`src/rtl/sram_arb_pkg.sv`:
```
// Shared encodings and widths for the SRAM port arbiter.
package sram_arb_pkg;

    localparam int unsigned WAIT_W = 4;

    typedef enum logic [1:0] {
        ST_IDLE   = 2'd0,
        ST_ACCESS = 2'd1,
        ST_RESP   = 2'd2
    } arb_state_t;

    typedef enum logic {
        OWN_IF = 1'b0,
        OWN_DM = 1'b1
    } arb_owner_t;

endpackage

```
`src/rtl/sram_wait_timer.sv`:
```
// Loadable saturating down-counter with a zero flag.
// Used for SRAM wait states and, when SRAM_ARB_STARVE_EN is defined, for IF starvation tracking.
module sram_wait_timer
    import sram_arb_pkg::*;
#(
    parameter logic [WAIT_W-1:0] RESET_VAL = '0
)(
    input  logic              clk,
    input  logic              reset,
    input  logic              load,
    input  logic [WAIT_W-1:0] value,
    input  logic              dec,
    output logic              zero
);

    logic [WAIT_W-1:0] count;

    // Load has priority over decrement; the count saturates at zero.
    always_ff @(posedge clk or posedge reset) begin
        if (reset) begin
            count <= RESET_VAL;
        end else if (load) begin
            count <= value;
        end else if (dec && (count != '0)) begin
            count <= count - 1'b1;
        end
    end

    assign zero = (count == '0);

endmodule

```
`src/rtl/sram_port_arbiter.sv`:
```
// Arbitrates the single asynchronous-read SRAM port between DLX instruction
// fetch (IF) and the MEM stage (DM). DM has fixed priority; each access is held
// for 1+WAIT_CYCLES cycles, then a one-cycle ack is returned to the owner.
// Optional feature macro: SRAM_ARB_STARVE_EN (bounds consecutive DM grants
// while IF waits to MAX_STARVE).
module sram_port_arbiter
    import sram_arb_pkg::*;
#(
    parameter int unsigned ADDR_W      = 32,
    parameter int unsigned DATA_W      = 32,
    parameter int unsigned WAIT_CYCLES = 0,
    parameter int unsigned MAX_STARVE  = 4
)(
    input  logic              clk,
    input  logic              reset,
    input  logic              if_req,
    input  logic [ADDR_W-1:0] if_addr,
    output logic [DATA_W-1:0] if_rdata,
    output logic              if_ack,
    input  logic              dm_req,
    input  logic              dm_we,
    input  logic [ADDR_W-1:0] dm_addr,
    input  logic [DATA_W-1:0] dm_wdata,
    output logic [DATA_W-1:0] dm_rdata,
    output logic              dm_ack,
    output logic              sram_cs,
    output logic              sram_oe,
    output logic              sram_we,
    output logic [ADDR_W-1:0] sram_addr,
    output logic [DATA_W-1:0] sram_din,
    input  logic [DATA_W-1:0] sram_dout,
    output logic              busy
);

    // Both counters are WAIT_W bits wide; reject configurations that would truncate.
    if (WAIT_CYCLES > 15) begin : g_bad_wait
        $error("WAIT_CYCLES must be in 0..15");
    end
    if (MAX_STARVE > 15) begin : g_bad_starve
        $error("MAX_STARVE must be in 0..15");
    end

    arb_state_t state;
    arb_owner_t owner;
    logic       grant_dm;
    logic       grant_if;
    logic       starve_hit;
    logic       wait_zero;

`ifdef SRAM_ARB_STARVE_EN
    logic starve_zero;

    // Counts down from MAX_STARVE on each DM grant taken while IF is waiting;
    // reaching zero hands the next arbitration to IF.
    sram_wait_timer #(
        .RESET_VAL(WAIT_W'(MAX_STARVE))
    ) u_starve_timer (
        .clk   (clk),
        .reset (reset),
        .load  ((state == ST_IDLE) && (grant_if || !if_req)),
        .value (WAIT_W'(MAX_STARVE)),
        .dec   ((state == ST_IDLE) && grant_dm && if_req),
        .zero  (starve_zero)
    );

    assign starve_hit = if_req && starve_zero;
`else
    assign starve_hit = 1'b0;
`endif

    // Fixed DM priority, overridden only by the starvation guard.
    always_comb begin
        grant_dm = dm_req && !starve_hit;
        grant_if = if_req && !grant_dm;
    end

    // Wait-state counter: loaded on every grant, counts down through ACCESS.
    sram_wait_timer #(
        .RESET_VAL('0)
    ) u_wait_timer (
        .clk   (clk),
        .reset (reset),
        .load  ((state == ST_IDLE) && (grant_dm || grant_if)),
        .value (WAIT_W'(WAIT_CYCLES)),
        .dec   (state == ST_ACCESS),
        .zero  (wait_zero)
    );

    // Arbitration FSM; every output is a register. sram_we doubles as the
    // latched transaction direction, and sram_addr/sram_din hold the latched
    // address/data for the whole ACCESS phase.
    always_ff @(posedge clk or posedge reset) begin
        if (reset) begin
            state     <= ST_IDLE;
            owner     <= OWN_IF;
            if_rdata  <= '0;
            if_ack    <= 1'b0;
            dm_rdata  <= '0;
            dm_ack    <= 1'b0;
            sram_cs   <= 1'b0;
            sram_oe   <= 1'b0;
            sram_we   <= 1'b0;
            sram_addr <= '0;
            sram_din  <= '0;
            busy      <= 1'b0;
        end else begin
            if_ack <= 1'b0;
            dm_ack <= 1'b0;
            unique case (state)
                ST_IDLE: begin
                    if (grant_dm) begin
                        owner     <= OWN_DM;
                        state     <= ST_ACCESS;
                        busy      <= 1'b1;
                        sram_cs   <= 1'b1;
                        sram_we   <= dm_we;
                        sram_oe   <= !dm_we;
                        sram_addr <= dm_addr;
                        sram_din  <= dm_we ? dm_wdata : '0;
                    end else if (grant_if) begin
                        owner     <= OWN_IF;
                        state     <= ST_ACCESS;
                        busy      <= 1'b1;
                        sram_cs   <= 1'b1;
                        sram_we   <= 1'b0;
                        sram_oe   <= 1'b1;
                        sram_addr <= if_addr;
                        sram_din  <= '0;
                    end
                end
                ST_ACCESS: begin
                    if (wait_zero) begin
                        state     <= ST_RESP;
                        sram_cs   <= 1'b0;
                        sram_oe   <= 1'b0;
                        sram_we   <= 1'b0;
                        sram_addr <= '0;
                        sram_din  <= '0;
                        if (owner == OWN_DM) begin
                            dm_ack   <= 1'b1;
                            dm_rdata <= sram_we ? '0 : sram_dout;
                        end else begin
                            if_ack   <= 1'b1;
                            if_rdata <= sram_dout;
                        end
                    end
                end
                ST_RESP: begin
                    state <= ST_IDLE;
                    busy  <= 1'b0;
                end
                default: begin
                    state     <= ST_IDLE;
                    busy      <= 1'b0;
                    sram_cs   <= 1'b0;
                    sram_oe   <= 1'b0;
                    sram_we   <= 1'b0;
                    sram_addr <= '0;
                    sram_din  <= '0;
                end
            endcase
        end
    end

endmodule

```
`config.mk`:
```
export PLATFORM = sky130hd
export DESIGN_NAME = sram_port_arbiter
export DESIGN_NICKNAME = d
export VERILOG_FILES = /design/src/rtl/sram_arb_pkg.sv /design/src/rtl/sram_wait_timer.sv /design/src/rtl/sram_port_arbiter.sv
export SDC_FILE = /design/constraint.sdc
export NUM_CORES = 1
export LEC_CHECK = 0
export ABC_CLOCK_PERIOD_IN_PS = 4300
export CORE_ASPECT_RATIO = 1.75
export CORE_MARGIN = 4
export CORE_UTILIZATION = 30
export DETAILED_ROUTE_END_ITERATION = 8
export HOLD_SLACK_MARGIN = 0.02
export PLACE_DENSITY = 0.61
export SLEW_MARGIN = 5
export SYNTH_ARGS = -nofsm -noshare
export SYNTH_HDL_FRONTEND = slang
export SYNTH_HIERARCHICAL = 1
export SYNTH_SLANG_ARGS = --single-unit
```
`constraint.sdc`:
```
create_clock -name clk -period 4.3 [get_ports clk]
set_input_delay 0.645 -clock clk [delete_from_list [all_inputs] [get_ports clk]]
set_output_delay 0.645 -clock clk [all_outputs]
set_load 0.03 [all_outputs]
```
==> results.yml, run 1 <==
run_status:
  outcome: "finished, final reports clean"
clock_tree:
  hold_buffers: 0
  post_cts_resize_count: 0
  clk_pin_slew_ns: 0.06
  cts_tree: "built"
  cts_htree_levels: 4
  cts_buffer_depth: 2
  post_cts_buffers: 0
  clkSinkCount: 141
  clock-root-buffer: "clkbuf_16"
  cts_buffers: 17
  insertion_delay_ns: 0.41
critical_path:
  worstSetupPathType: "flop to flop"
  r2r-start: "u_wait_timer/count[0]"
  cp_num_buf_inv: 3
  cpMostUsedCell: "inv_1"
  arrival_ns: 2.82
  startpoint: "u_wait_timer/count[0]"
  crit_required_ns: 4.64
  startpoint_type: "flop"
  slowest_delay_ns: 0.54
  crit_family: "compound AO/OA/AOI/OAI gates"
  path_cells: "inv_1, ha_1, or3b_4, inv_1, o21ai_0, o31a_2, buf_4, a22o_1"
  critPathCaptureType: "flop"
  cp_slowest_cell: "buf_4"
  cp_max_fo: 60
sta:
  worstMarginPinSlew_ns: 0.971
  timing.final.crit_share_pct: 57.7
  drv_slew: 0
  fmax_mhz: 403
  setup_viol: 0
  fin_ws_ns: 1.82
  hold_ws_ns: 0.479
  relSlewSlack_pct: 35.1
  rsz0062_at_grt: "no"
  finClkSkew_ns: 0.00980
  hold_viol: 0
  layout_min_cycle_time_ns: 2.48
  fin_setup_tns_ns: 0
synthesis:
  ys_warn_count: 6
  yosysTopAreaCell: "dfrtp_1"
  ys_seq_area_share_pct: 61.8
  ys_async_sr_fraction_pct: 100
  synth.top_cell.area_share_pct: 61.8
  syn_area_per_cell_sq_um: 12.9
  ys_seq_elements: 141
  yosys-top-cells-area: "dfrtp_1 (62%), mux2_2 (6.3%), mux2i_1 (5.6%)"
  synthFlopType: "dfrtp_1"
  synth_cell_types: 31
  syn_inst: 444
  synth_edf_count: 0
  synthesis.area_sq_mm: 0.00571
routing:
  drcViolationCount: 0
  via_per_inst: 4.65
  wirelength_microns: 17000
  dr_total_vias: 4473
  routedWlPerCell_microns: 17.7
  drt_iter0_markers: 175
  drtPass1Iterations: 4
  drtAntennaViolNets: 0
global_routing:
  grt_use_total_pct: 15.8
  grt.overflow.total: 0
  antenna_found_initial: 0
  grt_pass1_vias: 4844
  grt_max_degree: 66
  grt_pass1_wl_microns: 26700
cells_and_area:
  area_delta_synth_final_pct: 61.7
  mostFrequentLayoutCells: "clkdlybuf4s50_1 (265), dfrtp_1 (141), nand2_1 (39)"
  nNetsFinal: 844
  final_common_cell: "clkdlybuf4s50_1"
  layout-drive-gt1-share_pct: 11.2
  design_area_sq_mm: 0.00924
  fin_cells: 961
  nFillCells: 1740
  num_antenna_cells: 0
place:
  portBuffers: 266
  post-place-cells: 928
  gp_congestion: 0.745
  dp_hpwl_microns: 12800
  place_ws_ns: 1.73
  placed_area_sq_mm: 0.00861
worst_hold_path:
  holdCritStartpoint: "dm_rdata[13]"
  min_path_type: "flop to flop"
power_and_ir_drop:
  ir_drop_v: 0.000373
  powerDensity_mw_per_mm2: 822
  cellLeakagePower_uw: 0.00400
  p_sw_share_pct: 40.7
  p_switching_uw: 3090
  power.internal_uw: 4510
  p_clk_share_pct: 19.6
  p_comb_share_pct: 49.9
  p_seq_share_pct: 30.5
floorplanning:
  dieHeight_microns: 191
  start_util_pct: 30.6
  design.core.area_sq_mm: 0.0187
  ios: 267
  fp-row-count: 66
  die-area_sq_mm: 0.0214
  fp.dieW_microns: 112
flow_run:
  cap_violations: 0
[cell usage after synthesis, drive strengths merged (2+ instances only)]
cell type  count
o2bb2ai       32
mux2          32
o21ai         38
nor3           2
buf           17
mux2i         32
a22o          34
dfrtp        141
a21oi          3
nor2           2
o31a           2
inv            9
nor3b          2
clkbuf        14
nand2b        34
nand2         39
[path summary, 6_finish.rpt]
path | endpoint | slack, ns | depth (start not counted)
worst min-delay path | dm_rdata[13] | 0.48 | 2
min in group asynchronous | u_wait_timer/count[1] | 0.51 | 2
worst max-delay path | sram_din[28] | 1.82 | 8
worst min register to register | dm_rdata[13] | 0.48 | 2
max in group asynchronous | dm_rdata[7] | 2.55 | 3
worst max register to register | sram_din[28] | 1.82 | 8
[area by class of cell]
| cell class | count | area, sq um | area share [%] |
|---|---|---|---|
| Sequential cell | 141 | 3530 | 38.2 |
| Multi-Input combinational cell | 266 | 2020 | 21.8 |
| Clock inverter | 14 | 170 | 1.84 |
| Tap cell | 238 | 298 | 3.22 |
| Timing Repair Buffer | 275 | 2760 | 29.9 |
| Inverter | 9 | 37.5 | 0.406 |
| Clock buffer | 18 | 429 | 4.65 |
[per-layer routing]
metal / up-vias / GRT usage, % / wire, microns
li1: 2118 / - / -
met5: - / 0 / 0
met1: 2168 / 17.9 / 6360
met2: 169 / 28.5 / 9290
met4: 0 / 5.37 / 321
met3: 18 / 4.41 / 1070
[metrics by stage]
stage | utilization (%) | total power, uW
3_3_place_gp | 46.1 | 6100
6_report | 49.5 | 7600
5_1_grt | 49.5 | 8010
3_5_place_dp | 46.1 | 6170
2_1_floorplan | - | 4480
4_1_cts | 49.3 | 7700
[power by group through the flow]
stage          logic (uW)  clock network [uW]  registers (uW)
2_1_floorplan        1020                   0            3460
5_1_grt              4020                1590            2400
3_3_place_gp         3760                   0            2330
6_report             3790                1490            2320
4_1_cts              3840                1540            2320
3_5_place_dp         3840                   0            2330
[registers in the layout, indices dropped and copies added (netlist names)]
| register | flops |
|---|---|
| busy | 1 |
| owner | 1 |
| if_rdata | 32 |
| sram_oe | 1 |
| if_ack | 1 |
| sram_we | 1 |
| sram_addr | 32 |
| dm_ack | 1 |
| sram_cs | 1 |
| u_wait_timer/count | 4 |
| sram_din | 32 |
| state | 2 |
| dm_rdata | 32 |
[worst min-delay path: stages, from the launching register on]
cell     delay (ns)
dfrtp_1        0.34
nand2_1        0.04
o21ai_0        0.06
[logic make-up (layout without fill, tap and decap cells)]
| family | Yosys count | after routing | share of synthesized area [%] |
|---|---|---|---|
| AND/OR/NAND/NOR | 85 | 85 | 8.23 |
| flip-flops | 141 | 141 | 61.8 |
| adder cells (fa/ha/maj) | 1 | 1 | 0.219 |
| multiplexers | 64 | 64 | 11.9 |
| other | 1 | 4 | 0.0656 |
| buffers and inverters | 40 | 316 | 3.33 |
| AO/OA/AOI/OAI | 112 | 112 | 14.5 |
(Power assumes the default switching activity.)
==> inputs of run 2 (changes only) <==
ABC_CLOCK_PERIOD_IN_PS = 2400   (was 4300)
PLACE_DENSITY = 0.59   (was 0.61)
clock period = 2.4 ns   (was 4.3 ns; I/O delays follow)
==> run 2 against run 1 <==
Sequential share of layout area down 0.10 points; sequential power up 79%; utilization up 0.13 points; combinational power up 81%; largest cell class unchanged; largest power group unchanged; clock skew down 0.00094 ns; clock power up 81%; global-route usage up 0.70 points; hold slack worse by 0.25 ns; maximum frequency up 12%; count of clock-buffer cells in the layout up 1; final area up 0.27%; setup slack worse by 1.6 ns.
==> results.yml, run 2 (same netlist as run 1, synthesis figures left out) <==
clock_tree:
  insertion_delay_ns: 0.41
  clock-root-buffer: "clkbuf_16"
  cts_tree: "built"
  cts_buffer_depth: 2
  post_cts_buffers: 0
  post_cts_resize_count: 0
  clkSinkCount: 141
  clk_pin_slew_ns: 0.06
  cts_htree_levels: 4
  hold_buffers: 0
  cts_buffers: 17
cells_and_area:
  regArea_sq_mm: 0.00353
  mostFrequentLayoutCells: "clkdlybuf4s50_1 (265), dfrtp_1 (141), nand2_1 (39)"
  final_util_pct: 49.6
  layout-drive-gt1-share_pct: 10.9
  nNetsFinal: 844
  area_delta_synth_final_pct: 62.1
  multiInputGateArea_sq_mm: 0.00202
  final_common_cell: "clkdlybuf4s50_1"
  nFillCells: 1743
power_and_ir_drop:
  cellLeakagePower_uw: 0.00401
  ir_drop_v: 0.000619
  powerDensity_mw_per_mm2: 1480
  power_uw: 13700
sta:
  setup_viol: 0
  worstMarginPinSlew_ns: 0.623
  fin_ws_ns: 0.182
  fmax_mhz: 451
  rsz0062_at_grt: "no"
  relSlewSlack_pct: 58.5
  hold_viol: 0
  layout_min_cycle_time_ns: 2.22
  finClkSkew_ns: 0.00886
  fin_setup_tns_ns: 0
  timing.final.crit_share_pct: 92.4
  drv_slew: 0
routing:
  wirelength_microns: 17700
  drt_iter0_markers: 148
  dr_total_vias: 4492
  via_per_inst: 4.67
  drcViolationCount: 0
  drtAntennaViolNets: 0
  routedWlPerCell_microns: 18.4
  drtPass1Iterations: 4
place:
  dp_hpwl_microns: 13200
  gp_congestion: 0.773
  place_ws_ns: 0.193
  portBuffers: 266
critical_path:
  regToRegEndpoint: "if_rdata[5]"
  cp_max_fo: 33
  critPathCaptureType: "flop"
  rrSetupSlack_ns: 0.18
  arrival_ns: 2.51
  startpoint_type: "flop"
  rr_worst_depth: 7
  crit_required_ns: 2.69
  r2r-start: "u_wait_timer/count[0]"
  worstSetupPathType: "flop to flop"
floorplanning:
  start_util_pct: 30.6
  fp-row-count: 66
  die-area_sq_mm: 0.0214
  fp.dieW_microns: 112
  dieHeight_microns: 191
  ios: 267
  design.core.area_sq_mm: 0.0187
global_routing:
  grt_max_degree: 90
  grt_pass1_wl_microns: 27700
  grt.overflow.total: 0
  grt_use_total_pct: 16.5
  grt_pass1_vias: 5032
  antenna_found_initial: 1
flow_run:
  cap_violations: 0
worst_hold_path:
  min_path_type: "input pin to asynchronous set/reset pin"
run_status:
  outcome: "finished, final reports clean"
==> run 2: routing by layer <==
layer  up-vias  track usage (%)  part of all wire (%)
met3        25             4.83                   6.1
met2       160             30.4                    55
met4         0             6.99                   2.9
li1       2110                -                     -
met5         -                0                     0
met1      2197             17.3                    36
==> run 2: layout make-up <==
cell class	count	area share, %
Clock buffer	19	4.67
Clock inverter	12	1.85
Sequential cell	141	38.1
Antenna cell	1	0.0270
Inverter	9	0.405
Tap cell	238	3.21
Timing Repair Buffer	275	30.0
Multi-Input combinational cell	266	21.8
==> run 2: critical path, stage by stage (launching register included) <==
cell	delay, ns
dfrtp_1	0.38
inv_1	0.09
ha_1	0.21
or3b_4	0.42
inv_1	0.13
nor3b_4	0.23
buf_12	0.24
mux2_2	0.36
==> run 2: worst max path at each step <==
stage | start | end | slack [ns] | cells past startpoint
6_report | u_wait_timer/count[0] | if_rdata[5] | 0.18 | 7
3_5_place_dp | u_wait_timer/count[0] | if_rdata[10] | 0.19 | 7
3_3_place_gp | u_wait_timer/count[0] | if_rdata[0] | 0.26 | 7
4_1_cts | u_wait_timer/count[0] | if_rdata[21] | 0.18 | 7
2_1_floorplan | u_wait_timer/count[0] | if_rdata[10] | 0.30 | 7
5_1_grt | u_wait_timer/count[0] | if_rdata[29] | 0.09 | 7
==> run 2: where the power goes <==
group / switching (uW) / internal, uW
clock network: 970 / 1730
registers: 665 / 3500
logic: 3870 / 2980
==> run 2: per-stage QoR <==
step	std cells	area (sq um)	hold slack, ns
6_report	961	9260	0.226
5_1_grt	961	9260	0.237
4_1_cts	960	9260	0.210
3_5_place_dp	929	8660	0.470
3_3_place_gp	929	8660	0.464
2_1_floorplan	447	5730	0.126
==> inputs of run 3 (changes only) <==
--- a/config.mk
+++ b/config.mk
@@ -12,4 +12,5 @@
 export DETAILED_ROUTE_END_ITERATION = 8
+export DONT_BUFFER_PORTS = 1
 export HOLD_SLACK_MARGIN = 0.02
-export PLACE_DENSITY = 0.59
+export PLACE_DENSITY = 0.41
 export SLEW_MARGIN = 5
--- a/constraint.sdc
+++ b/constraint.sdc
@@ -3,2 +3,2 @@
 set_output_delay 0.36 -clock clk [all_outputs]
-set_load 0.03 [all_outputs]
+set_load 0.02 [all_outputs]
==> run 3 against run 2 <==
Sequential share of layout area up 15 points; combinational power down 68%; power fell by 21%; sequential power increased by 38%; maximum frequency is 0.19% lower; count of clock-buffer cells in the layout rose by 4; critical path depth unchanged; via count is 22% lower; final area shrank 28%; final cell count is 28% lower; clock skew shrank 0.0012 ns; largest power group is now registers.
==> results.yml, run 3 (same netlist as run 1, synthesis figures left out) <==
critical_path:
  worstSetupPathType: "flop to flop"
  arrival_ns: 2.51
  path_cells: "inv_1, ha_1, or3b_4, inv_1, nor3b_4, buf_12, mux2_2"
  slowest_delay_ns: 0.43
  startpoint_type: "flop"
  rr_worst_depth: 7
  cp_max_fo: 33
  critPathCaptureType: "flop"
  regToRegEndpoint: "if_rdata[23]"
  cpMostUsedCell: "inv_1"
  rrSetupSlack_ns: 0.18
  cp_slowest_cell: "or3b_4"
  crit_required_ns: 2.69
  r2r-start: "u_wait_timer/count[0]"
global_routing:
  grt.overflow.total: 0
  grt_pass1_vias: 3872
  grt_use_total_pct: 14.2
  grt_max_degree: 96
  grt_pass1_wl_microns: 23400
  antenna_found_initial: 0
floorplanning:
  fp-row-count: 66
  ios: 267
  start_util_pct: 30.6
  design.core.area_sq_mm: 0.0187
  die-area_sq_mm: 0.0214
  fp.dieW_microns: 112
  dieHeight_microns: 191
worst_hold_path:
  holdCritStartpoint: "dm_wdata[19]"
  hold_path_depth: 1
  min_path_type: "input pin to flop"
  min_to: "sram_din[19]"
routing:
  drt_iter0_markers: 167
  dr_total_vias: 3493
  drcViolationCount: 0
  wirelength_microns: 15300
  routedWlPerCell_microns: 22.0
  via_per_inst: 5.03
  drtPass1Iterations: 4
  drtAntennaViolNets: 0
clock_tree:
  insertion_delay_ns: 0.41
  clkSinkCount: 141
  cts_htree_levels: 4
  clock-root-buffer: "clkbuf_16"
  clk_pin_slew_ns: 0.06
  cts_tree: "built"
  post_cts_buffers: 0
  cts_buffer_depth: 2
  cts_buffers: 17
cells_and_area:
  mostFrequentLayoutCells: "dfrtp_1 (141), nand2_1 (39), o21ai_0 (35)"
  num_antenna_cells: 0
  final_util_pct: 35.6
  nFillCells: 1852
  area_delta_synth_final_pct: 16.3
  layout-drive-gt1-share_pct: 17.1
  nNetsFinal: 578
  design_area_sq_mm: 0.00665
  final_common_cell: "dfrtp_1"
sta:
  relSlewSlack_pct: 62.2
  layout_min_cycle_time_ns: 2.22
  worstMarginPinSlew_ns: 0.567
  fin_ws_ns: 0.178
  setup_viol: 0
  finClkSkew_ns: 0.00771
  fmax_mhz: 450
  hold_viol: 0
  fin_setup_tns_ns: 0
  rsz0062_at_grt: "no"
  drv_slew: 0
  timing.final.crit_share_pct: 92.6
place:
  gp_congestion: 0.763
  portBuffers: 0
  place_ws_ns: 0.167
  dp_hpwl_microns: 11000
  placed_area_sq_mm: 0.00599
power_and_ir_drop:
  ir_drop_v: 0.000584
  power_uw: 10800
  powerDensity_mw_per_mm2: 1630
  cellLeakagePower_uw: 0.00301
run_status:
  outcome: "finished, final reports clean"
flow_run:
  cap_violations: 0
-- run 3: cell types whose count changed in the layout (fill, tap and decap cells not counted), sizes merged --
cell	previous run	this run
dlygate4sd3	0	1
buf	10	8
diode	1	0
clkinvlp	4	3
clkbuf	19	23
clkinv	5	3
clkdlybuf4s50	265	0
-- run 3: per-layer routing --
metal	up-vias	track usage (%)	share of wire, %
li1	1577	-	-
met1	1725	14.6	34
met2	167	25.4	55
met3	24	5.24	8.1
met4	0	6.76	2.7
met5	-	0	0
-- run 3: final cells by class --
class,instances,area [sq um],area share (%)
clock buffer,23,488,7.34
sequential,141,3530,53.1
timing repair buffer,9,120,1.81
clock inverter,9,158,2.37
multi-input combinational,266,2020,30.3
tap,238,298,4.48
inverter,9,37.5,0.565
-- run 3: through the flow --
step | hold slack, ns | instances
after floorplan | 0.126 | 447
after global placement | 0.147 | 662
after detailed placement | 0.151 | 662
after CTS | 0.0592 | 695
after global routing | 0.0592 | 695
final | 0.0876 | 695
-- run 3: worst max-delay path by stage --
stage                                startpoint      endpoint  slack [ns]  depth (start not counted)
after global placement    u_wait_timer/count[0]   if_rdata[1]        0.25                          7
after CTS                 u_wait_timer/count[0]  if_rdata[28]        0.16                          7
after detailed placement  u_wait_timer/count[0]  if_rdata[18]        0.17                          7
after floorplan           u_wait_timer/count[0]  if_rdata[10]        0.30                          7
final                     u_wait_timer/count[0]  if_rdata[23]        0.18                          7
after global routing      u_wait_timer/count[0]   if_rdata[1]       0.008                          7
-- run 3: where the power goes --
group | switching, uW | internal, uW
sequential | 2260 | 3490
clock | 1020 | 1860
combinational | 1110 | 1080
total | 4390 | 6430
-- run 3: worst max-delay path, delay by kind of cell, from the launching register on --
family / cells / cell delay [ns]
flip-flops: 1 / 0.39
adder cells (fa/ha/maj): 1 / 0.21
AND/OR/NAND/NOR: 2 / 0.66
multiplexers: 1 / 0.36
buffers and inverters: 3 / 0.47
-- run 3: timing repair --
action	4_1_cts	5_1_grt
endpoints found under the setup margin	0	0
endpoints found under the hold margin	113	0
hold buffers	1	0
resized for setup	0	0
